**config.mk**
```make
export PLATFORM = sky130hd
export DESIGN_NAME = hamming_sec_scrubber
export DESIGN_NICKNAME = d
export VERILOG_FILES = /design/src/rtl/hamming_sec_scrubber.sv
export SDC_FILE = /design/constraint.sdc
export NUM_CORES = 1
export LEC_CHECK = 0
export ABC_AREA = 1
export CORE_ASPECT_RATIO = 1.75
export CORE_MARGIN = 3
export CORE_UTILIZATION = 45
export CTS_CLUSTER_SIZE = 25
export DETAILED_ROUTE_END_ITERATION = 16
export GPL_TIMING_DRIVEN = 0
export PLACE_DENSITY = 0.71
export SYNTH_ARGS = -nofsm -noshare
export SYNTH_HDL_FRONTEND = slang
export SYNTH_SLANG_ARGS = --single-unit
```
**constraint.sdc**
```tcl
create_clock -name clk -period 2.4 [get_ports clk]
set_clock_uncertainty 0.15 [all_clocks]
set_input_delay 0.48 -clock clk [delete_from_list [all_inputs] [get_ports clk]]
set_output_delay 0.48 -clock clk [all_outputs]
set_load 0.03 [all_outputs]
```
**src/rtl/hamming_sec_scrubber.sv**
```systemverilog
// hamming_sec_scrubber: background Hamming-SEC scrubber sharing the memory's single port with the host.
// Define SCRUB_STATS_EN to implement err_count/last_err_addr; otherwise both read as 0.
module hamming_sec_scrubber #(
   parameter int ADDR_W         = 4,
   parameter int CODE_W         = 12,
   parameter int SCRUB_INTERVAL = 256
) (
   input  logic              clk,
   input  logic              rst,
   input  logic              scrub_en,
   input  logic              host_req,
   output logic [ADDR_W-1:0] mem_addr,
   output logic              mem_wr_en,
   output logic [CODE_W-1:0] mem_wdata,
   input  logic [CODE_W-1:0] mem_rdata,
   output logic              scrub_active,
   output logic              pass_done,
   output logic              uncorr_flag,
   output logic [7:0]        err_count,
   output logic [ADDR_W-1:0] last_err_addr
);
   localparam int CNT_W = $clog2(SCRUB_INTERVAL + 1);
   localparam logic [CNT_W-1:0] CNT_LAST = CNT_W'(SCRUB_INTERVAL - 1);
   localparam logic [ADDR_W-1:0] ADDR_LAST = '1;
   typedef enum logic [2:0] {S_IDLE, S_WAIT, S_ISSUE, S_READ, S_CHECK, S_WRITE, S_NEXT} state_t;
   state_t r_state, w_next;
   logic [CNT_W-1:0]  r_cnt;
   logic [ADDR_W-1:0] r_addr;
   logic [CODE_W-1:0] r_rdata, r_corr, w_corr;
   logic [3:0]        w_syn;
   logic              r_uncorr, w_fix, w_own;
   always_comb begin
      w_syn = '0;
      for (int i = 0; i < CODE_W; i++)
         w_syn = w_syn ^ (r_rdata[i] ? 4'(i + 1) : 4'd0);
   end
   assign w_fix  = (w_syn != 4'd0) && (w_syn <= 4'(CODE_W));
   assign w_corr = w_fix ? r_rdata ^ (CODE_W'(1) << (w_syn - 4'd1)) : r_rdata;
   // Any host request outside ISSUE abandons the word; it is re-read since the host may have rewritten it.
   always_comb begin
      w_next = r_state;
      case (r_state)
         S_IDLE:  w_next = scrub_en ? S_WAIT : S_IDLE;
         S_WAIT:  w_next = !scrub_en ? S_IDLE : (r_cnt == CNT_LAST) ? S_ISSUE : S_WAIT;
         S_ISSUE: w_next = host_req ? S_ISSUE : S_READ;
         S_READ:  w_next = host_req ? S_ISSUE : S_CHECK;
         S_CHECK: w_next = host_req ? S_ISSUE : w_fix ? S_WRITE : S_NEXT;
         S_WRITE: w_next = host_req ? S_ISSUE : S_NEXT;
         S_NEXT:  w_next = !scrub_en ? S_IDLE : (r_addr == ADDR_LAST) ? S_WAIT : S_ISSUE;
         default: w_next = S_IDLE;
      endcase
   end
   always_ff @(posedge clk or negedge rst) begin
      if (!rst) begin
         r_state  <= S_IDLE;
         r_cnt    <= '0;
         r_addr   <= '0;
         r_rdata  <= '0;
         r_corr   <= '0;
         r_uncorr <= 1'b0;
      end else begin
         r_state <= w_next;
         r_cnt   <= (r_state == S_WAIT) ? r_cnt + 1'b1 : '0;
         r_addr  <= (r_state == S_WAIT) ? '0 : (r_state == S_NEXT) ? r_addr + 1'b1 : r_addr;
         if (r_state == S_READ && !host_req)
            r_rdata <= mem_rdata;
         if (r_state == S_CHECK && !host_req)
            r_corr <= w_corr;
         if (r_state == S_CHECK && !host_req && w_syn > 4'(CODE_W))
            r_uncorr <= 1'b1;
      end
   end
   assign w_own        = (r_state == S_ISSUE) || (r_state == S_READ) || (r_state == S_CHECK) || (r_state == S_WRITE);
   assign scrub_active = w_own && !host_req;
   assign mem_wr_en    = (r_state == S_WRITE) && !host_req;
   assign mem_addr     = r_addr;
   assign mem_wdata    = r_corr;
   assign pass_done    = (r_state == S_NEXT) && (r_addr == ADDR_LAST);
   assign uncorr_flag  = r_uncorr;
`ifdef SCRUB_STATS_EN
   logic [7:0]        r_err_count;
   logic [ADDR_W-1:0] r_last_err_addr;
   always_ff @(posedge clk or negedge rst) begin
      if (!rst) begin
         r_err_count     <= '0;
         r_last_err_addr <= '0;
      end else if (mem_wr_en) begin
         r_err_count     <= (r_err_count == 8'hFF) ? r_err_count : r_err_count + 8'd1;
         r_last_err_addr <= r_addr;
      end
   end
   assign err_count     = r_err_count;
   assign last_err_addr = r_last_err_addr;
`else
   assign err_count     = '0;
   assign last_err_addr = '0;
`endif
endmodule

```
==> results.md, run 1 <==
* Status: finished clean
* Crit path launch type: primary input
* Die area at 0.006394 mm^2
* Layout cells sized above 1 at 11.69%
* Post-synth EDFFs at 0
* TritonRoute pass-1 iters at 4
* Most used routing layer: met2
* Final WL at 6084 um
* Starting Density at 47.94%
* Die W at 61.75 um
* # H-tree levels at 2
* Layout area overhead at 24.64%
* Final TNS setup at 0 ns
* Slew Limit Fails at 0
* Post-synthesis sequential area ratio at 41.92%
* Buffers added on ports at 35
* Critical path class: in -> out
* Cells on Worst Hold Path at 1
* Final Non-Filler Cells at 456
* Power Dens Cells at 1385 mW/mm^2
* Worst Reg-to-Reg Cells at 13
* I/O pins at 48
* Vias in the first global route at 2334
* Max_cap viols at 0
* Final setup violation count at 0
* DRT iter0 DRCs at 110
* Area share of the largest cell type after synthesis at 41.92%
* CTS tree: yes
* # diodes at 0
* Syn avg cell area at 7.073 um^2
* Via density at 5.208
* Initial antenna violation count at 0
* Clk root buf: clkbuf_8
* Hold violation count in the final report at 0
* Met1 global-route usage at 25.64%
* Leading post-synthesis cells by cell area: dfrtp_1 42%, nand2_1 18%, nand3_1 8.8%
* DIE HEIGHT at 103.6 um
* Total grt overflow at 0
* Grt met3 use at 2.864%
* Routed Antenna Nets at 0
* Clock buffer count from CTS at 5
* Fin crit share at 93.20%
* First-pass GRT wire length at 10400 um
* Hold Path Class: reg -> reg
* Pin slew with the least headroom to its limit at 0.5569 ns
* Main synth FF type: dfrtp_1
* Row count at 34
* Rel. slew slack at 62.87%
* Num Clock Sinks at 41
* DRC viols at 0
* Max Root-Sink Buffers at 2
* CTS clock-pin slew for the worst setup and hold paths at 0.08 ns
* Final nets at 420
* Placer Congestion at 0.8620
* Cell Area, Synth at 0.002447 mm^2
* Total GRT Usage at 20.97%
* YS warnings at 0
* Detailed-route via count at 2375
* R2R setup slack at 0.33 ns
* Register bit count reported by yosys at 41
* Post-synthesis cell count at 346
* Max VDD drop at 0.5940 mV
* Required time of the worst setup path at 1.77 ns
* Setup Fix Bufs, Post-CTS at 0
* Placed cell count at 447
* RSZ-0062 raised after global routing: false
* Final HPWL DP at 4552 um
* Final min period at 2.237 ns
* WL/cell at 13.34 um
* Clk_lat worst skew at 0.30 ns
* Crit end category: output port
* Largest net degree at the start of global routing at 29
* Asr flop ratio synth at 100.0%
* CORE AREA at 0.005105 mm^2
* Yosys cell types at 29
* Yosys top cell by area: dfrtp_1
* LEAKAGE at 0.001569 uW
* Placed instance area at 0.002928 mm^2
* Fmax at 447.0 MHz
* Cell area after layout at 0.003050 mm^2
* WP data arrival at 1.61 ns
* Max FO, Critical Path at 5
* Met2 Use GR at 35.61%
per-layer routing:
layer	wire length, um	share of wire [%]
met5	0	0
met4	145	2.4
met3	197	3.2
met2	3283	54
met1	2458	40
cells in the mapped netlist (2+ instances only):
library cell,number
buf_6,2
o21ai_1,2
nand3_1,43
buf_4,12
a21oi_1,18
nand2_2,7
clkbuf_1,3
ha_1,3
nor2_1,27
nor3_1,5
nor2_2,4
o21ai_0,9
nand4_1,8
inv_1,28
inv_2,7
dfrtp_1,41
nand2_1,115
flip-flops by register name, indices dropped and copies added, names as in the netlist:
register,count
mem_wdata,12
r_state,3
mem_addr,4
r_cnt,9
r_rdata,12
uncorr_flag,1
placed cells by master (no fill, tap or decap), types with 4 or more instances in the layout:
master / synthesis / routed
nor2_2: 4 / 4
nor3_1: 5 / 5
inv_1: 28 / 28
o21ai_0: 9 / 9
buf_4: 12 / 12
nand2_2: 7 / 7
inv_2: 7 / 7
dfrtp_1: 41 / 41
nand4_1: 8 / 8
clkbuf_8: 0 / 6
conb_1: 1 / 12
clkdlybuf4s50_1: 0 / 31
nor2_1: 27 / 27
nand2_1: 115 / 115
nand3_1: 43 / 43
a21oi_1: 18 / 18
what timing repair did:
item	in CTS	in global routing
endpoints found under the setup margin	3	1
resized for setup	3	3
hold buffers	1	0
endpoints found under the hold margin	13	0
critical path, cell delays in order:
cell             delay [ns]
clkdlybuf4s50_1        0.48
nor3_1                 0.23
dlygate4sd2_1          0.42
path summary, 6_finish.rpt:
check,startpoint,endpoint
worst max-delay path,host_req,scrub_active
worst min-delay path,r_cnt[0],r_cnt[0]
worst max register to register,r_cnt[0],r_state[0]
worst min register to register,r_cnt[0],r_cnt[0]
max in group asynchronous,rst,r_rdata[10]
min in group asynchronous,rst,r_rdata[7]
through the flow:
stage	total power [uW]	util, %	hold WS [ns]	worst slack, ns
6_report	4226	59.75	0.3124	0.1631
5_1_grt	4558	59.75	0.3237	0.07094
4_1_cts	4213	59.83	0.3115	0.0006808
3_5_place_dp	3591	57.35	0.2586	-0.1696
3_3_place_gp	3544	57.06	0.2966	-0.4001
2_1_floorplan	2924	-	0.03441	0.2597
cells by family after synthesis:
kind of cell	synth area share (%)
buffers and inverters	10.63
adders and majority gates	1.534
AOI/OAI and AO/OA	7.158
other	0.1532
and+or+nand+nor	37.88
DFF	41.92
xor gates and xnor gates	0.7159
area by class of cell:
cell class | count | area, um^2
Tap cell | 54 | 67.56
Multi-Input combinational cell | 263 | 1209
Clock buffer | 6 | 82.58
Buffer | 18 | 128.9
Sequential cell | 41 | 1026
Timing Repair Buffer | 37 | 367.9
Clock inverter | 2 | 37.54
Inverter | 35 | 131.4
Fill cell | 468 | 2054
report_power, final:
part / internal (uW) / switching (uW) / leakage, uW
clock: 339 / 265 / 0.0000574
combinational: 844 / 1670 / 0.00100
sequential: 906 / 198 / 0.000510
No activity file was read; power rests on OpenSTA's default activity.
==> run 2, diff against run 1 <==
- CORE_UTILIZATION: 45 -> 40
- PLACE_DENSITY: 0.71 -> default
==> run 2 against run 1 <==
  * Total power down 3.4%
  * Clock power is 23% lower
  * Sequential share of layout area barely moved
  * Routed wire length grew 1.1%
  * Die area grew 12%
  * Flip-flop and latch count did not move
  * Global-route usage down 1.8 points
  * Count of clock-buffer cells in the layout fell by 1
  * Cell area about the same
  * Critical path depth stayed put
  * Setup slack gained 0.0068 ns
==> results.md, run 2 (same netlist as run 1, synthesis figures left out) <==
* Cells on Worst Hold Path at 1 (unchanged)
* Placer Congestion at 0.8678 (was 0.8620)
* Final WL at 6152 um (was 6084 um)
* Final nets at 420 (unchanged)
* WL/cell at 12.82 um (was 13.34 um)
* TritonRoute pass-1 iters at 4 (unchanged)
* Largest net degree at the start of global routing at 29 (unchanged)
* Initial antenna violation count at 0 (unchanged)
* Critical path class: in -> out (unchanged)
* Commonest non-fill, non-tap cell in the layout: nand2_1 (unchanged)
* Clock buffer count from CTS at 5 (unchanged)
* Max VDD drop at 0.5222 mV (was 0.5940 mV)
* Max FO, Critical Path at 5 (unchanged)
* Buffers added on ports at 35 (unchanged)
* Routed Antenna Nets at 0 (unchanged)
* Detailed-route via count at 2328 (was 2375)
* Clk_lat worst skew at 0.30 ns (about the same)
* Sequential Power Share at 27.1% (was 26.1%)
* Final HPWL DP at 4764 um (was 4552 um)
* Reg2reg start: r_cnt[0] (unchanged)
* DRT iter0 DRCs at 151 (was 110)
* Crit path launch type: primary input (unchanged)
* FILL cells at 632 (was 468)
* Sequential cell area at 0.001026 mm^2 (unchanged)
* # diodes at 0 (unchanged)
* Fin crit share at 92.92% (was 93.20%)
* WP data arrival at 1.60 ns (was 1.61 ns)
* Share of total power in combinational logic at 61.5% (was 59.6%)
* Power Dens Cells at 1337 mW/mm^2 (was 1385 mW/mm^2)
* CTS tree: yes (unchanged)
* Instance count on the critical path at 3 (unchanged)
* CP delay by family, top: buffers and inverters (unchanged)
* # H-tree levels at 2 (unchanged)
* Rel. slew slack at 61.67% (was 62.87%)
* Status: finished clean (unchanged)
* Critical-path cell list: clkdlybuf4s50_1, nor3_1, dlygate4sd2_1 (unchanged)
* Clock power frac at 11.4% (was 14.3%)
* Pre-CTS WS at -0.1327 ns (was -0.1696 ns)
* First-pass GRT wire length at 10430 um (was 10400 um)
* Max incr delay on CP at 0.48 ns (about the same)
* Final setup violation count at 0 (unchanged)
* DRC viols at 0 (unchanged)
* Total grt overflow at 0 (unchanged)
* Net Switching at 2127 uW (was 2137 uW)
* Total GRT Usage at 19.19% (was 20.97%)
* Via density at 4.850 (was 5.208)
* Pin slew with the least headroom to its limit at 0.5749 ns (was 0.5569 ns)
* Max stage delay cell, worst path: clkdlybuf4s50_1 (unchanged)
* Placed instance area at 0.002958 mm^2 (was 0.002928 mm^2)
* Layout cells sized above 1 at 11.69% (unchanged)
* Cell area after layout at 0.003052 mm^2 (was 0.003050 mm^2)
* I/O pins at 48 (unchanged)
* Row count at 37 (was 34)
* Max Root-Sink Buffers at 2 (unchanged)
* Setup crit start: host_req (unchanged)
* Setup ws final at 0.1698 ns (was 0.1631 ns)
* Num Clock Sinks at 41 (unchanged)
* Max_cap viols at 0 (unchanged)
* Area of the multi-input gates at 0.001209 mm^2 (unchanged)
* Starting Density at 41.30% (was 47.94%)
* Switching part of the total at 52.12% (was 50.57%)
* Final min period at 2.230 ns (was 2.237 ns)
* Die area at 0.007130 mm^2 (was 0.006394 mm^2)
* Min-Delay Startpoint: r_cnt[0] (unchanged)
* Vias in the first global route at 2293 (was 2334)
* Hold Path Class: reg -> reg (unchanged)
* Required time of the worst setup path at 1.77 ns (about the same)
* Clk root buf: clkbuf_8 (unchanged)
* Slew Limit Fails at 0 (unchanged)
* CORE AREA at 0.005926 mm^2 (was 0.005105 mm^2)
* CTS clock-pin slew for the worst setup and hold paths at 0.08 ns (about the same)
* Internal at 1954 uW (was 2089 uW)
* Crit end category: output port (unchanged)
* Setup Fix Bufs, Post-CTS at 0 (unchanged)
* Worst Reg-to-Reg Cells at 13 (unchanged)
* Layout area overhead at 24.69% (was 24.64%)
* Die W at 65.13 um (was 61.75 um)
* DIE HEIGHT at 109.5 um (was 103.6 um)
* RSZ-0062 raised after global routing: false (unchanged)
* LEAKAGE at 0.001548 uW (was 0.001569 uW)
* Hold violation count in the final report at 0 (unchanged)
* Buf/Inv on CP at 2 (unchanged)
* Commonest cells after routing, fill and taps aside: 115 x nand2_1, 43 x nand3_1, 41 x dfrtp_1, 31 x clkdlybuf4s50_1, 28 x inv_1 (unchanged)
* Fmax at 448.4 MHz (was 447.0 MHz)
## run 2: cell types whose count changed in the layout (fill, tap and decap cells not counted), sizes merged
cell and delta:
bufinv -1, clkbuf -1, clkinvlp +2
## run 2: final timing paths
path | endpoint | slack [ns]
setup / recovery | mem_wr_en | 0.17
hold / removal | r_cnt[0] | 0.31
setup reg to reg | r_state[0] | 0.36
hold reg to reg | r_cnt[0] | 0.31
max in group asynchronous | mem_wdata[2] | 1.18
min in group asynchronous | r_cnt[2] | 0.45
## run 2: area by class of cell
type | count | area share, %
clock inverter | 3 | 0.7380
inverter | 35 | 4.305
sequential | 41 | 33.62
timing repair buffer | 37 | 12.05
clock buffer | 5 | 2.255
tap | 78 | 3.198
buffer | 18 | 4.223
multi-input combinational | 263 | 39.61
## run 2: metal layers
layer	up-vias	GRT usage [%]	wire length, um
met3	11	3.681	201
met5	-	0	0
met4	0	7.864	108
met2	48	34.73	3361
li1	1206	-	-
met1	1063	21.83	2480
## run 2: worst register-to-register path, stage by stage (launching register included)
cell and delay, ns:
dfrtp_1 0.37, ha_1 0.19, nand2_1 0.07, nor2_1 0.11
inv_1 0.05, nor2_1 0.16, nand3_1 0.12, nor2_1 0.11
ha_1 0.19, nand2_1 0.06, nand3_1 0.08, nand2_1 0.05
a21oi_1 0.14, o21ai_1 0.09
## run 2: power groups by stage
| stage | clock, uW | sequential (uW) | combinational, uW |
|---|---|---|---|
| 3_5_place_dp | 0 | 1120 | 2500 |
| 5_1_grt | 517 | 1140 | 2840 |
| 4_1_cts | 487 | 1100 | 2510 |
| 3_3_place_gp | 0 | 1120 | 2460 |
| 2_1_floorplan | 0 | 1270 | 1650 |
| 6_report | 466 | 1100 | 2510 |
## run 2: repair_timing
| item | CTS | global route |
|---|---|---|
| resized for setup | 3 | 3 |
| setup endpoints to repair | 3 | 1 |
| hold endpoints to repair | 13 | 0 |
| hold buffers | 1 | 0 |
## run 2: through the flow
stage | hold WS, ns | setup TNS, ns | utilization, % | power, uW | std cells
after detailed placement | 0.2666 | -0.3014 | 49.92 | 3616 | 471
after global routing | 0.3522 | 0 | 51.50 | 4491 | 480
after global placement | 0.2961 | -18.50 | 49.66 | 3580 | 470
final | 0.3078 | 0 | 51.50 | 4081 | 480
after CTS | 0.3141 | 0 | 51.56 | 4099 | 480
after floorplan | 0.03441 | 0 | - | 2924 | 357
